$ cat src/rtl/lsu_pkg.sv
// Shared definitions for the load/store unit.
//   - RISC-V funct3 encodings for loads and stores
//   - FSM state encoding used by lsu_mem_master
//   - access-size helpers (bytes per access, alignment mask, legality)
package lsu_pkg;

    localparam logic [2:0] F3_B  = 3'b000;
    localparam logic [2:0] F3_H  = 3'b001;
    localparam logic [2:0] F3_W  = 3'b010;
    localparam logic [2:0] F3_D  = 3'b011;
    localparam logic [2:0] F3_BU = 3'b100;
    localparam logic [2:0] F3_HU = 3'b101;
    localparam logic [2:0] F3_WU = 3'b110;

    typedef enum logic [1:0] {
        S_IDLE,
        S_RD,
        S_WR,
        S_RESP
    } state_t;

    // The low two funct3 bits encode log2(size) for every legal load/store;
    // bit 2 only selects zero-extension on loads.
    function automatic logic [3:0] access_bytes(input logic [2:0] f3);
        logic [3:0] n;
        case (f3[1:0])
            2'b00:   n = 4'd1;
            2'b01:   n = 4'd2;
            2'b10:   n = 4'd4;
            default: n = 4'd8;
        endcase
        return n;
    endfunction

    // Address bits that must be zero for a naturally aligned access.
    function automatic logic [2:0] align_mask(input logic [2:0] f3);
        logic [3:0] m;
        m = access_bytes(f3) - 4'd1;
        return m[2:0];
    endfunction

    // Stores have no unsigned variants; 111 is unused for loads.
    function automatic logic illegal_f3(input logic is_store, input logic [2:0] f3);
        return is_store ? f3[2] : (f3 == 3'b111);
    endfunction

endpackage

$ cat src/rtl/lsu_mem_master_if.sv
// Bundle of the LSU request/response handshake and the data-memory port.
//   req_*   : request from the MEM stage (valid/ready, store flag, funct3, addr, wdata)
//   resp_*  : one-cycle response pulse with load data and error flag
//   mem_*   : doubleword data-memory port (index, write data/strobe, read qualifier, read data)
// master modport is the LSU side, slave modport is the pipeline/memory side.
interface lsu_mem_master_if #(
    parameter int ADDR_W = 16,
    parameter int XLEN   = 64
);
    logic              req_valid;
    logic              req_ready;
    logic              req_is_store;
    logic [2:0]        req_funct3;
    logic [ADDR_W-1:0] req_addr;
    logic [XLEN-1:0]   req_wdata;

    logic              resp_valid;
    logic [XLEN-1:0]   resp_rdata;
    logic              resp_err;

    logic [ADDR_W-1:0] mem_access_addr;
    logic [XLEN-1:0]   mem_write_data;
    logic              mem_write_en;
    logic              mem_read;
    logic [XLEN-1:0]   mem_read_data;

    modport master (
        input  req_valid, req_is_store, req_funct3, req_addr, req_wdata,
        input  mem_read_data,
        output req_ready,
        output resp_valid, resp_rdata, resp_err,
        output mem_access_addr, mem_write_data, mem_write_en, mem_read
    );

    modport slave (
        output req_valid, req_is_store, req_funct3, req_addr, req_wdata,
        output mem_read_data,
        input  req_ready,
        input  resp_valid, resp_rdata, resp_err,
        input  mem_access_addr, mem_write_data, mem_write_en, mem_read
    );

endinterface

$ cat src/rtl/lsu_align.sv
// Combinational byte-lane logic for the LSU (64-bit little-endian words).
//   old_word    : doubleword read from memory
//   wdata       : right-aligned store data
//   offset      : byte offset of the access inside the doubleword
//   funct3      : access size / signedness
//   load_result : addressed field, sign- or zero-extended
//   store_word  : old_word with the addressed bytes replaced by wdata
module lsu_align
    import lsu_pkg::*;
#(
    parameter int XLEN = 64
) (
    input  logic [XLEN-1:0] old_word,
    input  logic [XLEN-1:0] wdata,
    input  logic [2:0]      offset,
    input  logic [2:0]      funct3,
    output logic [XLEN-1:0] load_result,
    output logic [XLEN-1:0] store_word
);

    logic [5:0]      bit_shift;
    logic [XLEN-1:0] shifted;
    logic [XLEN-1:0] size_mask;
    logic [XLEN-1:0] lane_mask;

    assign bit_shift = {offset, 3'b000};

    // Load path: move the addressed field down to bit 0, then extend.
    always_comb begin
        shifted = old_word >> bit_shift;
        case (funct3)
            F3_B:    load_result = {{(XLEN-8){shifted[7]}},   shifted[7:0]};
            F3_H:    load_result = {{(XLEN-16){shifted[15]}}, shifted[15:0]};
            F3_W:    load_result = {{(XLEN-32){shifted[31]}}, shifted[31:0]};
            F3_BU:   load_result = {{(XLEN-8){1'b0}},         shifted[7:0]};
            F3_HU:   load_result = {{(XLEN-16){1'b0}},        shifted[15:0]};
            F3_WU:   load_result = {{(XLEN-32){1'b0}},        shifted[31:0]};
            default: load_result = shifted;
        endcase
    end

    // Store path: build a lane mask covering [offset .. offset+size-1] and
    // splice the shifted store data into the old word under that mask.
    always_comb begin
        case (funct3[1:0])
            2'b00:   size_mask = XLEN'(8'hFF);
            2'b01:   size_mask = XLEN'(16'hFFFF);
            2'b10:   size_mask = XLEN'(32'hFFFF_FFFF);
            default: size_mask = '1;
        endcase
        lane_mask  = size_mask << bit_shift;
        store_word = (old_word & ~lane_mask) | ((wdata << bit_shift) & lane_mask);
    end

endmodule

$ cat src/rtl/lsu_mem_master.sv
// Load/store unit master for the MEM stage's 64-bit data memory.
//   clk, rst : rising-edge clock, asynchronous active-high reset
//   bus      : lsu_mem_master_if master modport (request, response, memory port)
// Loads read one doubleword and return the extended field. SD writes directly,
// narrower stores do read-modify-write. Misaligned or illegal requests get an
// error response without touching memory. All outputs are registered.
module lsu_mem_master
    import lsu_pkg::*;
#(
    parameter int ADDR_W = 16,
    parameter int XLEN   = 64
) (
    input  logic                clk,
    input  logic                rst,
    lsu_mem_master_if.master    bus
);

    state_t            state_q, state_d;
    logic              is_store_q, is_store_d;
    logic [2:0]        funct3_q, funct3_d;
    logic [2:0]        offset_q, offset_d;
    logic [XLEN-1:0]   wdata_q, wdata_d;

    logic              req_ready_q, req_ready_d;
    logic              resp_valid_q, resp_valid_d;
    logic              resp_err_q, resp_err_d;
    logic [XLEN-1:0]   resp_rdata_q, resp_rdata_d;
    logic [ADDR_W-1:0] mem_access_addr_q, mem_access_addr_d;
    logic [XLEN-1:0]   mem_write_data_q, mem_write_data_d;
    logic              mem_write_en_q, mem_write_en_d;
    logic              mem_read_q, mem_read_d;

    logic              req_misaligned;
    logic              req_error;
    logic [XLEN-1:0]   load_result;
    logic [XLEN-1:0]   store_word;

    // The RD cycle sees the memory's combinational read data directly, so the
    // old word is consumed in that cycle: extracted for loads, merged for stores.
    lsu_align #(.XLEN(XLEN)) u_align (
        .old_word    (bus.mem_read_data),
        .wdata       (wdata_q),
        .offset      (offset_q),
        .funct3      (funct3_q),
        .load_result (load_result),
        .store_word  (store_word)
    );

    assign req_misaligned = (bus.req_addr[2:0] & align_mask(bus.req_funct3)) != 3'b000;
    assign req_error      = req_misaligned || illegal_f3(bus.req_is_store, bus.req_funct3);

    // Next-state and next-output logic. Strobes and the response default to
    // zero so each is high only in the one state that asserts it.
    always_comb begin
        state_d           = state_q;
        is_store_d        = is_store_q;
        funct3_d          = funct3_q;
        offset_d          = offset_q;
        wdata_d           = wdata_q;
        mem_access_addr_d = mem_access_addr_q;
        mem_write_data_d  = mem_write_data_q;
        resp_valid_d      = 1'b0;
        resp_err_d        = 1'b0;
        resp_rdata_d      = '0;
        mem_write_en_d    = 1'b0;
        mem_read_d        = 1'b0;

        case (state_q)
            S_IDLE: begin
                if (bus.req_valid) begin
                    is_store_d = bus.req_is_store;
                    funct3_d   = bus.req_funct3;
                    offset_d   = bus.req_addr[2:0];
                    wdata_d    = bus.req_wdata;
                    if (req_error) begin
                        state_d      = S_RESP;
                        resp_valid_d = 1'b1;
                        resp_err_d   = 1'b1;
                    end else begin
                        mem_access_addr_d = {3'b000, bus.req_addr[ADDR_W-1:3]};
                        if (bus.req_is_store && bus.req_funct3 == F3_D) begin
                            // Full doubleword: nothing to preserve, skip the read.
                            state_d          = S_WR;
                            mem_write_en_d   = 1'b1;
                            mem_write_data_d = bus.req_wdata;
                        end else begin
                            state_d    = S_RD;
                            mem_read_d = 1'b1;
                        end
                    end
                end
            end
            S_RD: begin
                if (is_store_q) begin
                    state_d          = S_WR;
                    mem_write_en_d   = 1'b1;
                    mem_write_data_d = store_word;
                end else begin
                    state_d      = S_RESP;
                    resp_valid_d = 1'b1;
                    resp_rdata_d = load_result;
                end
            end
            S_WR: begin
                state_d      = S_RESP;
                resp_valid_d = 1'b1;
            end
            S_RESP: begin
                state_d = S_IDLE;
            end
            default: begin
                state_d = S_IDLE;
            end
        endcase

        req_ready_d = (state_d == S_IDLE);
    end

    // State and registered outputs; reset abandons any access in flight.
    always_ff @(posedge clk or posedge rst) begin
        if (rst) begin
            state_q           <= S_IDLE;
            is_store_q        <= 1'b0;
            funct3_q          <= 3'b000;
            offset_q          <= 3'b000;
            wdata_q           <= '0;
            req_ready_q       <= 1'b1;
            resp_valid_q      <= 1'b0;
            resp_err_q        <= 1'b0;
            resp_rdata_q      <= '0;
            mem_access_addr_q <= '0;
            mem_write_data_q  <= '0;
            mem_write_en_q    <= 1'b0;
            mem_read_q        <= 1'b0;
        end else begin
            state_q           <= state_d;
            is_store_q        <= is_store_d;
            funct3_q          <= funct3_d;
            offset_q          <= offset_d;
            wdata_q           <= wdata_d;
            req_ready_q       <= req_ready_d;
            resp_valid_q      <= resp_valid_d;
            resp_err_q        <= resp_err_d;
            resp_rdata_q      <= resp_rdata_d;
            mem_access_addr_q <= mem_access_addr_d;
            mem_write_data_q  <= mem_write_data_d;
            mem_write_en_q    <= mem_write_en_d;
            mem_read_q        <= mem_read_d;
        end
    end

    assign bus.req_ready       = req_ready_q;
    assign bus.resp_valid      = resp_valid_q;
    assign bus.resp_err        = resp_err_q;
    assign bus.resp_rdata      = resp_rdata_q;
    assign bus.mem_access_addr = mem_access_addr_q;
    assign bus.mem_write_data  = mem_write_data_q;
    assign bus.mem_write_en    = mem_write_en_q;
    assign bus.mem_read        = mem_read_q;

endmodule

$ cat src/flat_wrapper.sv
// flat-port wrapper written by rule: the top's interface ports become plain ports
module lsu_mem_master_flat import lsu_pkg::*;
#(
    parameter int ADDR_W = 16,
    parameter int XLEN   = 64
)
  (clk, rst, bus_req_valid, bus_req_is_store, bus_req_funct3, bus_req_addr, bus_req_wdata, bus_mem_read_data, bus_req_ready, bus_resp_valid, bus_resp_rdata, bus_resp_err, bus_mem_access_addr, bus_mem_write_data, bus_mem_write_en, bus_mem_read);
  lsu_mem_master_if #(.ADDR_W(ADDR_W), .XLEN(XLEN)) bus_i ();
  input  logic clk;
  input  logic rst;
  input wire logic [$bits(bus_i.req_valid)-1:0] bus_req_valid;
  input wire logic [$bits(bus_i.req_is_store)-1:0] bus_req_is_store;
  input wire logic [$bits(bus_i.req_funct3)-1:0] bus_req_funct3;
  input wire logic [$bits(bus_i.req_addr)-1:0] bus_req_addr;
  input wire logic [$bits(bus_i.req_wdata)-1:0] bus_req_wdata;
  input wire logic [$bits(bus_i.mem_read_data)-1:0] bus_mem_read_data;
  output wire logic [$bits(bus_i.req_ready)-1:0] bus_req_ready;
  output wire logic [$bits(bus_i.resp_valid)-1:0] bus_resp_valid;
  output wire logic [$bits(bus_i.resp_rdata)-1:0] bus_resp_rdata;
  output wire logic [$bits(bus_i.resp_err)-1:0] bus_resp_err;
  output wire logic [$bits(bus_i.mem_access_addr)-1:0] bus_mem_access_addr;
  output wire logic [$bits(bus_i.mem_write_data)-1:0] bus_mem_write_data;
  output wire logic [$bits(bus_i.mem_write_en)-1:0] bus_mem_write_en;
  output wire logic [$bits(bus_i.mem_read)-1:0] bus_mem_read;
  assign bus_i.req_valid = bus_req_valid;
  assign bus_i.req_is_store = bus_req_is_store;
  assign bus_i.req_funct3 = bus_req_funct3;
  assign bus_i.req_addr = bus_req_addr;
  assign bus_i.req_wdata = bus_req_wdata;
  assign bus_i.mem_read_data = bus_mem_read_data;
  assign bus_req_ready = bus_i.req_ready;
  assign bus_resp_valid = bus_i.resp_valid;
  assign bus_resp_rdata = bus_i.resp_rdata;
  assign bus_resp_err = bus_i.resp_err;
  assign bus_mem_access_addr = bus_i.mem_access_addr;
  assign bus_mem_write_data = bus_i.mem_write_data;
  assign bus_mem_write_en = bus_i.mem_write_en;
  assign bus_mem_read = bus_i.mem_read;
  lsu_mem_master #(.ADDR_W(ADDR_W), .XLEN(XLEN)) u_core (.clk(clk), .rst(rst), .bus(bus_i));
endmodule
$ cat config.mk
export PLATFORM = sky130hd
export DESIGN_NAME = lsu_mem_master_flat
export DESIGN_NICKNAME = d
export VERILOG_FILES = /design/src/rtl/lsu_pkg.sv /design/src/rtl/lsu_mem_master_if.sv /design/src/rtl/lsu_align.sv /design/src/rtl/lsu_mem_master.sv /design/src/flat_wrapper.sv
export SDC_FILE = /design/constraint.sdc
export NUM_CORES = 1
export LEC_CHECK = 0
export ABC_AREA = 1
export BUFFER_PORTS_ARGS = -buffer_cell sky130_fd_sc_hd__buf_2
export CAP_MARGIN = 10
export CORE_AREA = 2 2 183 256
export DETAILED_ROUTE_END_ITERATION = 8
export DIE_AREA = 0 0 185 258
export HOLD_SLACK_MARGIN = 0.1
export PLACE_DENSITY = 0.55
export SETUP_SLACK_MARGIN = 0.4
export SLEW_MARGIN = 20
export SYNTH_ARGS = -nofsm -noshare
export SYNTH_HDL_FRONTEND = slang
export SYNTH_SLANG_ARGS = --single-unit
export TNS_END_PERCENT = 1
$ cat constraint.sdc
create_clock -name clk -period 7.9 [get_ports clk]
set_input_delay 0.395 -clock clk [delete_from_list [all_inputs] [get_ports clk]]
set_output_delay 0.395 -clock clk [all_outputs]
set_load 0.05 [all_outputs]
Word-level counts from Yosys, hierarchy flattened
Cells that the tools add are included.
{ "word_totals": {"regBits": 219, "out_inout_bits": 149, "elab_cells": 83} }
{ "classes": {"n_addsub": 1, "n_eq_ne": 18, "shift": 3, "n_mux": 30, "bitwise_logic": 6, "n_reduce_logical": 12} }
{ "op_table": {"columns": ["cell", "n"], "rows": [
  ["64-bit 2-to-1 mux", 6],
  ["64-bit one-hot mux with 6 select lines", 1],
  ["64-bit one-hot mux with 3 select lines", 1],
  ["64-bit bitwise AND", 2],
  ["64-bit one-hot mux with 2 select lines", 1],
  ["64-bit by 6-bit << shifter with 64-bit output", 2],
  ["64-bit inverter", 1],
  ["64-bit OR", 1],
  ["64-bit by 6-bit right shift with 64-bit output", 1],
  ["1-bit 2-to-1 mux", 14],
  ["3-bit == test, second input constant", 4],
  ["3-bit one-hot mux with 3 select lines", 1],
  ["2-bit == test, second input constant", 4],
  ["2-bit logical NOT", 4],
  ["2-bit one-hot mux with 4 select lines", 1],
  ["2-bit by 1-bit == test with 1-bit output, second input constant", 3],
  ["3-bit by 2-bit == test with 1-bit output, second input constant", 2],
  ["2-bit 2-to-1 mux", 3],
  ["5-bit AND reduction", 1],
  ["2-bit by 1-bit inequality test with 1-bit output, second input constant", 2],
  ["2-bit inequality test, second input constant", 2],
  ["3-bit bitwise AND", 1],
  ["3-bit by 1-bit == test with 1-bit output, second input constant", 1],
  ["3-bit logical NOT", 1],
  ["other kinds (10)", 10]
]} }

Depth between registers and ports, before layout
Gate-level depths: netlist (run 1).
{ "depth": {"word_depth": 10, "mapped_depth": 13, "depth_no_buf": 11} }

Hierarchy
From an unflattened synthesis (run 1), not the netlist that was laid out.
{ "unflattened": {"cells_unflattened": 1999, "area_unflattened_um2": 13945.9} }
{ "by_module_without_submodules": {"columns": ["module", "n_inst", "cells_each", "area_each_um2"], "rows": [
  ["lsu_mem_master", 1, 959, 9128.8],
  ["lsu_align", 1, 1040, 4817.1]
]} }

Worst setup path before layout (run 1)
OpenSTA, ideal clock, no wires.
{ "synth_timing": {"kind": "reg2reg", "from": "register u_core.state_q[1]", "to": "register u_core.mem_write_data_q[15] (netlist: u_core.bus.mem_write_data[15])", "t_arrival_ns": 1.694, "required_ns": 7.834, "slack_ns": 6.140, "stages_incl_launch_ff": 12, "path_buffers": 3, "period_less_slack_ns": 1.760, "cell_sequence": "dfrtp_1 -> inv_1 -> ha_1 -> buf_2 -> inv_2 -> nor2_2 -> inv_2 -> nand2_1 -> buf_2 -> clkbuf_1 -> nand2_1 -> nand2_1"} }
{ "synth_via": {"elab_chain_len": 3} }
{ "synth_rtl": {"columns": ["element", "line_no", "rtl"], "rows": [
  ["from (decl)", "lsu_mem_master.sv:18", "state_t state_q, state_d;"],
  ["from (signal assigned)", "lsu_mem_master.sv:136", "state_q <= state_d;"],
  ["2-bit by 1-bit == test with 1-bit output / 2-bit logical NOT (equally long branches)", "lsu_mem_master.sv:68", "case (state_q)"],
  ["2-bit by 1-bit inequality test with 1-bit output (no line), or another cell as far along", null, null],
  ["5-bit AND reduction (no line)", null, null],
  ["to (signal assigned)", "lsu_mem_master.sv:146", "mem_write_data_q <= mem_write_data_d;"],
  ["to (decl)", "lsu_mem_master.sv:29", "logic [XLEN-1:0] mem_write_data_q, mem_write_data_d;"]
]} }
Several ways; a longest one is shown, not always the timed one.
A chain may end at the register's enable or synchronous reset.

Worst setup path in the final report (run 1)
{ "layout_timing": {"from": "register u_core.offset_q[0]", "to": "register u_core.resp_rdata_q[63] (netlist: u_core.bus.resp_rdata[63])"} }
{ "layout_via": {"elab_chain_len": 4} }
{ "layout_rtl": {"columns": ["element", "line_no", "rtl"], "rows": [
  ["from (decl)", "lsu_mem_master.sv:21", "logic [2:0] offset_q, offset_d;"],
  ["from (signal assigned)", "lsu_mem_master.sv:139", "offset_q <= offset_d;"],
  ["64-bit by 6-bit right shift with 64-bit output", "lsu_align.sv:30", "shifted = old_word >> bit_shift;"],
  ["64-bit one-hot mux with 6 select lines", "lsu_align.sv:31", "case (funct3)"],
  ["64-bit 2-to-1 mux", "lsu_mem_master.sv:94", "if (is_store_q) begin"],
  ["64-bit 2-to-1 mux", "lsu_mem_master.sv:68", null],
  ["named net u_core.resp_rdata_d[63]", "lsu_mem_master.sv:27", "logic [XLEN-1:0] resp_rdata_q, resp_rdata_d;"],
  ["to (signal assigned)", "lsu_mem_master.sv:144", "resp_rdata_q <= resp_rdata_d;"],
  ["to (decl)", "lsu_mem_master.sv:27", null]
]} }
The timed path passes the listed nets, and every way through them passes these cells.

==> results.cfg, run 1 <==
[status]
status = complete, no violations

[clocking]
cts_made_buffers = 23
post_cts_buffers = 0
clk_latency_ns = 0.54
cts.htree.levels = 1
cts_tree = done
path_clk_slew_ns = 0.07
cts_sinks = 219
clockBufferDepth = 3
root_buffer = clkbuf_16

[logic_synthesis]
synth_ff_type = dfrtp_1
yosysSeqAreaShare_pct = 40.7
netlist_instances = 1934
synth_edf_count = 0
synth_cell_types = 39
mappedNetlistArea_um2 = 13500
synth-warning-count = 0
syn_avg_cell_area_um2 = 6.97
async_reset_ff_share_pct = 100
ys_seq_elements = 219

[floorplan]
die-width_um = 185
die-area_um2 = 47700
row_count = 93
coreArea_um2 = 45600
initial_core_util_pct = 29.6
ios = 300
die_y_um = 258

[global_routing]
grt_max_degree = 104
grt_pass1_wl_mm = 86.0
grt_usage_pct = 24.3
globalRouteOverflowTotal = 0
grt_pass1_vias = 13486
antenna_found_initial = 1

[worst_setup_path]
crit_path_end_kind = flop
reg2reg_slack_ns = 4.22
crit_arrival_ns = 4.07
rr_startpoint = u_core.offset_q[0]$_DFFE_PP0P_
cp-start-kind = flop
r2r_cells = 11
critPathMaxFanout = 103
r2r-end = u_core.bus.resp_rdata[63]$_DFF_PP0_
critPathLaunch = u_core.offset_q[0]$_DFFE_PP0P_
cp.required_ns = 8.28
worstSetupPathType = flop to flop

[timing]
finClkSkew_ns = 0.0115
slew_headroom_pct = 30.7
worst_slack_ns = 4.22
rsz0062_at_grt = false
finalMaxSlewViolations = 0
hold_viol = 0
fin_tns_setup_ns = 0
worst_pin_slew_ns = 1.04
min_period_over_period_pct = 46.6
setup_violations = 0
fin_crit_ns = 3.68
clock.fmax_mhz = 272

[detailed_routing]
vias = 13886
initialDrtViolationCount = 1077
ant_nets = 0
met3_length_mm = 3.10
drt-vias-per-instance = 4.94
drt_first_pass_iters = 5
totalWireLength_mm = 58.8
wl_met1_mm = 23.3
met2_length_mm = 28.6
top_layer_used = met4
drcViolationCount = 0
post_drt_wl_per_cell_um = 20.9

[power]
p_sw_share_pct = 57.4
leakagePower_uw = 0.00853
switchingPower_uw = 4790
p_clk_share_pct = 14.4
power_frac_seq_pct = 23.8
irDropWorstVdd_v = 0.000288
combPwrFrac_pct = 61.8
p_int_uw = 3560
power_density_nw_per_um2 = 512

[run]
max_cap_viol_count = 0

[min_path]
hold_path_depth = 3
hp-class = input pin to flop
min-delay-start = bus_req_wdata[21]
hold_end = u_core.wdata_q[21]$_DFFE_PP0P_

[place]
place_congestion = 0.972
pre_cts_ws_ns = 4.24
port_buffers = 296
dp_hpwl_mm = 45.0

[layout]
final_nets = 2329
area_growth_syn_to_layout_pct = 21.1
drive_above_1_share_pct = 20.4
## cell usage after synthesis, types with 24 or more instances
library cell / number / area, µm²
nand2_1: 662 / 2480
dfrtp_1: 218 / 5460
o21ai_0: 158 / 791
inv_1: 155 / 582
nand3_1: 155 / 776
nor2_1: 124 / 465
a21oi_1: 103 / 515
o21ai_1: 80 / 400
buf_2: 44 / 220
clkbuf_1: 44 / 165
nor2_4: 32 / 360
o211ai_1: 24 / 180
## worst max path at each step
stage | to | slack [ns] | cells past startpoint
detailed placement | u_core.bus.resp_rdata[63]$_DFF_PP0_ | 4.24 | 11
global route | u_core.bus.resp_rdata[32]$_DFF_PP0_ | 3.89 | 11
global placement | u_core.bus.resp_rdata[63]$_DFF_PP0_ | 4.27 | 11
CTS | u_core.bus.resp_rdata[63]$_DFF_PP0_ | 4.22 | 11
floorplan | u_core.bus.mem_access_addr[0]$_DFFE_PP0P_ | 1.51 | 1
finish | u_core.bus.resp_rdata[63]$_DFF_PP0_ | 4.22 | 11
## worst max-delay path, stage by stage (launching register included)
cell     delay, ns
dfrtp_4       0.78
buf_4         0.87
nand2_1       0.15
o21ai_2       0.10
nand2_1       0.07
nand3_1       0.09
nand2_1       0.07
nand2_2       0.36
nand2_4       0.14
nor2_8        0.12
buf_4         0.65
nor2_1        0.10
## power groups by stage
stage	logic, µW	registers [µW]	clock network (µW)
after floorplan	2850	2900	0
after global placement	5100	2010	0
after detailed placement	5120	2010	0
after CTS	5140	1990	1240
after global routing	5570	2040	1280
final	5160	1990	1200
## layer usage
| metal | vias up | global-route usage [%] |
|---|---|---|
| li1 | 6649 | - |
| met5 | - | 0 |
| met1 | 6508 | 29.6 |
| met2 | 582 | 41.3 |
| met4 | 0 | 14.1 |
| met3 | 147 | 2.71 |
## layout make-up
type	instances	area (µm²)
fill	5046	29300
multi-input combinational	1415	6640
sequential	219	5490
timing repair buffer	344	1920
tap	617	772
clock buffer	30	662
inverter	171	652
clock inverter	12	176
antenna	1	2.50
## registers in the layout (all words and copies together) (netlist names)
register,count
u_core.bus.mem_access_addr,13
u_core.bus.mem_read,1
u_core.bus.mem_write_data,64
u_core.bus.mem_write_en,1
u_core.bus.req_ready,1
u_core.bus.resp_err,1
u_core.bus.resp_rdata,64
u_core.bus.resp_valid,1
u_core.funct3_q,3
u_core.is_store_q,1
u_core.offset_q,3
u_core.state_q,2
u_core.wdata_q,64
## timing repair
action / in CTS / in global routing
hold buffers: 33 / 0
gates resized for setup: 0 / 0
hold endpoints to repair: 123 / 0
## placed cells by master, fill, tap and decap left out, drive strengths merged
master and instances:
bufinv 4, mux2 13, o21a 1, conb 3
o21ai 242, nor3 9, dlygate4sd3 33, nand4 5
nor2 160, ha 4, inv 172, diode 1
o31ai 7, nand2 673, or2 3, nand3b 4
nand3 161, dfrtp 218, dfstp 1, clkbuf 30
o22ai 2, clkinv 6, a21oi 104, buf 311
clkinvlp 1, o211ai 24
## cells by family after synthesis
kind of cell / Yosys count / synth area share, %
other: 1 / 0.0278
multiplexers: 13 / 1.09
AND/OR/NAND/NOR: 1015 / 32.8
adder cells (fa/ha/maj): 4 / 0.371
buffers and inverters: 302 / 10.2
AO/OA/AOI/OAI: 380 / 14.9
flip-flops: 219 / 40.7
## stage by stage
stage / instances / hold WS (ns) / util, % / total power [µW] / area [µm²]
floorplan: 1936 / 0.453 / - / 5740 / 13500
global placement: 2733 / 0.461 / 33.2 / 7110 / 15100
detailed placement: 2733 / 0.460 / 33.2 / 7130 / 15100
CTS: 2808 / 0.104 / 35.8 / 8370 / 16300
global route: 2809 / 0.131 / 35.8 / 8900 / 16300
finish: 2809 / 0.128 / 35.8 / 8360 / 16300
No activity file was read; power rests on OpenSTA's default activity.
==> run 2: changes to the inputs <==
--- a/config.mk
+++ b/config.mk
@@ -12,7 +12,7 @@
 export DETAILED_ROUTE_END_ITERATION = 8
 export DIE_AREA = 0 0 185 258
 export HOLD_SLACK_MARGIN = 0.1
-export PLACE_DENSITY = 0.55
+export PLACE_DENSITY = 0.57
 export SETUP_SLACK_MARGIN = 0.4
 export SLEW_MARGIN = 20
 export SYNTH_ARGS = -nofsm -noshare
==> constraint.sdc (replaced) <==
create_clock -name clk -period 3.3 [get_ports clk]
set_input_delay 0.165 -clock clk [delete_from_list [all_inputs] [get_ports clk]]
set_output_delay 0.165 -clock clk [all_outputs]
set_load 0.05 [all_outputs]
==> run 2 against run 1 <==
Count of clock-buffer cells in the layout up 3. Global-route usage grew 0.44 points. Sequential power is 140% higher. Combinational power is 150% higher. Register-to-register slack got worse by 3.4 ns. Total power grew 140%. Sequential cell count stayed put. Clock skew rose by 0.0058 ns. Largest cell class unchanged.
==> results.cfg, run 2 (synthesis results as in run 1) <==
[timing]
worst_pin_slew_ns = 0.861
rsz0062_at_grt = false
setup_violations = 0
fin_tns_setup_ns = 0
slew_headroom_pct = 42.6
clock.fmax_mhz = 402
fin_crit_ns = 2.49
hold_viol = 0
min_period_over_period_pct = 75.4
finClkSkew_ns = 0.0174
finalMaxSlewViolations = 0

[clocking]
clockBufferDepth = 3
post_cts_buffers = 0
clk_latency_ns = 0.55
cts.htree.levels = 1
cts_made_buffers = 24
cts_tree = done
path_clk_slew_ns = 0.06
root_buffer = clkbuf_16
cts_sinks = 219

[layout]
final_nets = 2412
fin_cells = 2897
final_common_cell = nand2_1
drive_above_1_share_pct = 20.6
final_cell_mix = nand2_1 (660), buf_2 (296), dfrtp_1 (215), o21ai_0 (158), nand3_1 (155)
area_growth_syn_to_layout_pct = 27.0
fin_area_um2 = 17100

[global_routing]
grt_pass1_wl_mm = 88.1
grt_pass1_vias = 14165
grt_max_degree = 91
antenna_found_initial = 5
grt_usage_pct = 24.7
globalRouteOverflowTotal = 0

[detailed_routing]
ant_nets = 0
drt_first_pass_iters = 6
drcViolationCount = 0
initialDrtViolationCount = 1255
vias = 14428
totalWireLength_mm = 59.9
post_drt_wl_per_cell_um = 20.7
drt-vias-per-instance = 4.98

[worst_setup_path]
critPathLaunch = u_core.offset_q[0]$_DFFE_PP0P_
cp_num_buf_inv = 2
slowest_stage = dfrtp_4
endpoint = u_core.bus.mem_write_data[55]$_DFFE_PP0P_
cp.required_ns = 3.76
reg2reg_slack_ns = 0.81
cp-start-kind = flop
r2r_cells = 10
crit_path_end_kind = flop
cp_cell_sequence = inv_2 -> buf_12 -> nand2_1 -> nand3_1 -> nand3_1 -> nand2_2 -> nor2_1 -> nor2_1 -> nor2_1 -> nor2_1
crit_arrival_ns = 2.95
critPathTopFamily = simple AND/OR/NAND/NOR gates
worst-path-stages = 10
critPathMaxFanout = 76
r2r-end = u_core.bus.mem_write_data[55]$_DFFE_PP0P_
worstSetupPathType = flop to flop
crit_top_cell = nor2_1
cpPeakStageDelay_ns = 0.65
rr_startpoint = u_core.offset_q[0]$_DFFE_PP0P_

[status]
status = complete, no violations

[run]
max_cap_viol_count = 0

[floorplan]
die_y_um = 258
row_count = 93
initial_core_util_pct = 29.6
die-area_um2 = 47700
coreArea_um2 = 45600
die-width_um = 185
ios = 300

[place]
port_buffers = 296
place_congestion = 0.980
dp_cells = 2755
dp_hpwl_mm = 45.9
placed_area_um2 = 15400

[min_path]
hp-class = input pin to flop

[power]
leakagePower_uw = 0.00888
power_density_nw_per_um2 = 1180
irDropWorstVdd_v = 0.000610
[run 2: changes by cell type in the layout (fill, tap and decap cells not counted), sizes merged]
| cell | change |
|---|---|
| dlygate4sd3 | +60 |
| buf | +22 |
| clkinvlp | +4 |
| diode | +4 |
| bufinv | -3 |
| clkbuf | +3 |
| inv | -3 |
| clkinv | +1 |
[run 2: layout make-up]
class | count | area, µm²
Clock buffer | 33 | 706
Sequential cell | 219 | 5490
Clock inverter | 11 | 101
Antenna cell | 5 | 12.5
Multi-Input combinational cell | 1415 | 6640
Inverter | 171 | 648
Timing Repair Buffer | 426 | 2750
Fill cell | 4989 | 28500
Tap cell | 617 | 772
[run 2: how the worst min path moves through the flow]
stage                                from                                        end  slack (ns)  depth (start not counted)
detailed placement                    rst        u_core.bus.resp_rdata[19]$_DFF_PP0_        0.25                          2
global placement                      rst        u_core.bus.resp_rdata[19]$_DFF_PP0_        0.25                          2
global route        bus_mem_read_data[48]  u_core.bus.mem_write_data[48]$_DFFE_PP0P_        0.15                          5
floorplan               bus_req_wdata[25]             u_core.wdata_q[25]$_DFFE_PP0P_        0.27                          2
finish               bus_mem_read_data[8]         u_core.bus.resp_rdata[0]$_DFF_PP0_        0.13                          5
CTS                  bus_mem_read_data[8]         u_core.bus.resp_rdata[0]$_DFF_PP0_        0.11                          5
[run 2: stage by stage]
| stage | hold slack [ns] | worst slack [ns] | power (µW) | util, % |
|---|---|---|---|---|
| floorplan | 0.275 | 0.282 | 13800 | - |
| global placement | 0.249 | 0.907 | 17200 | 33.7 |
| detailed placement | 0.249 | 0.871 | 17200 | 33.7 |
| CTS | 0.108 | 0.844 | 20200 | 37.5 |
| global route | 0.147 | 0.659 | 21500 | 37.5 |
| finish | 0.130 | 0.811 | 20200 | 37.5 |
[run 2: what timing repair did]
action	4_1_cts	5_1_grt
resized for setup	0	0
endpoints found under the setup margin	0	0
hold buffers	93	0
endpoints found under the hold margin	175	0
[run 2: power breakdown]
part	switching, µW	internal [µW]
registers	922	3840
clock network	1200	1580
logic	9420	3230
[run 2: tightest hold or removal path: stages]
cell and delay [ns]:
buf_2 0.11, nor2_1 0.10, o31ai_1 0.07, o21ai_1 0.12, a21oi_1 0.06
[run 2: per-layer routing]
layer | global-route usage (%) | part of all wire (%) | wire, µm
met5 | 0 | 0 | 0
met4 | 15.1 | 6.4 | 3810
met3 | 2.36 | 5.7 | 3410
met2 | 42.3 | 49 | 29400
met1 | 29.9 | 39 | 23300
==> run 3: changes to the inputs <==
--- a/config.mk
+++ b/config.mk
@@ -12,7 +12,7 @@
 export DETAILED_ROUTE_END_ITERATION = 8
 export DIE_AREA = 0 0 185 258
 export HOLD_SLACK_MARGIN = 0.1
-export PLACE_DENSITY = 0.57
+export PLACE_DENSITY = 0.55
 export SETUP_SLACK_MARGIN = 0.4
 export SLEW_MARGIN = 20
 export SYNTH_ARGS = -nofsm -noshare
==> constraint.sdc (replaced) <==
create_clock -name clk -period 2.4 [get_ports clk]
set_input_delay 0.12 -clock clk [delete_from_list [all_inputs] [get_ports clk]]
set_output_delay 0.12 -clock clk [all_outputs]
set_load 0.05 [all_outputs]
==> run 3 against run 2 <==
Sequential cell count unchanged. First-iteration DRC count increased by 4.7%. Sequential power increased by 35%. Combinational power increased by 52%. Critical endpoint is now u_core.bus.resp_rdata[20]$_DFF_PP0_.
==> results.cfg, run 3 (synthesis results as in run 1) <==
[status]
status = complete, no violations

[worst_setup_path]
worstSetupPathType = flop to flop
critPathMaxFanout = 24
cp.required_ns = 2.82
endpoint = u_core.bus.resp_rdata[20]$_DFF_PP0_
r2r-end = u_core.bus.resp_rdata[20]$_DFF_PP0_
crit_path_end_kind = flop
critPathLaunch = u_core.offset_q[0]$_DFFE_PP0P_
cp-start-kind = flop
crit_arrival_ns = 2.52
rr_startpoint = u_core.offset_q[0]$_DFFE_PP0P_
reg2reg_slack_ns = 0.31
r2r_cells = 9

[place]
dp_hpwl_mm = 47.7
dp_cells = 2777
place_congestion = 0.985
port_buffers = 296
placed_area_um2 = 15700

[global_routing]
grt_max_degree = 113
grt_usage_pct = 25.4
grt_pass1_vias = 14251
antenna_found_initial = 1
globalRouteOverflowTotal = 0
grt_pass1_wl_mm = 90.0

[floorplan]
die_y_um = 258
coreArea_um2 = 45600
ios = 300
initial_core_util_pct = 29.6
row_count = 93
die-width_um = 185
die-area_um2 = 47700

[detailed_routing]
drcViolationCount = 0
vias = 14628
ant_nets = 0
drt-vias-per-instance = 4.97
totalWireLength_mm = 63.8
post_drt_wl_per_cell_um = 21.7
initialDrtViolationCount = 1314
drt_first_pass_iters = 7

[power]
power_density_nw_per_um2 = 1640
leakagePower_uw = 0.00923
combPwrFrac_pct = 65.7
irDropWorstVdd_v = 0.000947
p_int_uw = 12700
switchingPower_uw = 16500
p_sw_share_pct = 56.5
power_frac_seq_pct = 21.9
p_clk_share_pct = 12.3

[min_path]
hp-class = input pin to asynchronous set/reset pin

[layout]
antennaDiodeCount = 0
final_nets = 2463
drive_above_1_share_pct = 22.0
nFillCells = 4925
multi_input_area_um2 = 6720
area_growth_syn_to_layout_pct = 32.9
final_common_cell = nand2_1
fin_cells = 2942
fin_area_um2 = 17900
final_util_pct = 39.3
seq_area_um2 = 5490
final_cell_mix = nand2_1 (658), buf_2 (296), dfrtp_1 (213), nand3_1 (155)

[timing]
fin_tns_setup_ns = 0
clock.fmax_mhz = 478
finalMaxSlewViolations = 0
fin_crit_ns = 2.09
rsz0062_at_grt = true
setup_violations = 0
finClkSkew_ns = 0.0261
min_period_over_period_pct = 87.2
slew_headroom_pct = 49.3
worst_pin_slew_ns = 0.753
whs_ns = 0.125
hold_viol = 0

[clocking]
root_buffer = clkbuf_16
cts_tree = done
clk_latency_ns = 0.55
path_clk_slew_ns = 0.08
cts.htree.levels = 1
cts_sinks = 219
cts_made_buffers = 23
clockBufferDepth = 3

[run]
max_cap_viol_count = 0
-- run 3: layer usage --
layer	GRT usage [%]	vias to the layer above	routed length, µm
met5	0	-	11
met4	12.4	2	3440
met3	2.58	131	3510
met2	45.2	613	32200
met1	30.4	6951	24600
li1	-	6931	-
-- run 3: worst min path at each step --
stage                                                            to  cells past startpoint  slack (ns)                  start
after floorplan                      u_core.wdata_q[25]$_DFFE_PP0P_                      2        0.23      bus_req_wdata[25]
after global placement          u_core.bus.resp_rdata[26]$_DFF_PP0_                      2        0.14                    rst
after detailed placement        u_core.bus.resp_rdata[25]$_DFF_PP0_                      2        0.14                    rst
after CTS                        u_core.bus.resp_rdata[1]$_DFF_PP0_                      5        0.11   bus_mem_read_data[9]
after global routing      u_core.bus.mem_write_data[42]$_DFFE_PP0P_                      5        0.13  bus_mem_read_data[42]
final                                u_core.wdata_q[24]$_DFFE_PP0P_                      3        0.12                    rst
-- run 3: final cells by class --
type	instances	area share (%)
Tap cell	617	4.31
Multi-Input combinational cell	1415	37.5
Clock buffer	28	3.32
Clock inverter	14	0.796
Timing Repair Buffer	478	19.7
Sequential cell	219	30.7
Inverter	171	3.72
-- run 3: what timing repair did --
item | in CTS | in global routing
pin swaps | 0 | 1
gates resized for setup | 5 | 39
endpoints found under the hold margin | 293 | 0
buffers inserted | 0 | 4
endpoints found under the setup margin | 72 | 132
hold buffers | 110 | 0
cloned | 1 | 8
-- run 3: power groups by stage --
stage	combinational [µW]	clock, µW	sequential [µW]
after floorplan	9380	0	9530
after global placement	17700	0	6460
after detailed placement	17800	0	6470
after CTS	18200	3710	6420
after global routing	20600	3830	6570
final	19300	3620	6420
-- run 3: stage by stage --
step	worst slack [ns]	total power (µW)
2_1_floorplan	-0.573	18900
3_3_place_gp	0.207	24200
3_5_place_dp	0.216	24300
4_1_cts	0.312	28300
5_1_grt	0.306	31000
6_report	0.308	29300
-- run 3: worst max-delay path, cell delays in order, from the launching register on --
cell and delay [ns]:
dfrtp_4 0.49, buf_12 0.15, buf_4 0.15, clkbuf_16 0.19, o21ai_1 0.47, o21ai_0 0.14
nand3_1 0.14, nand3_1 0.09, nand2_1 0.09, inv_1 0.05
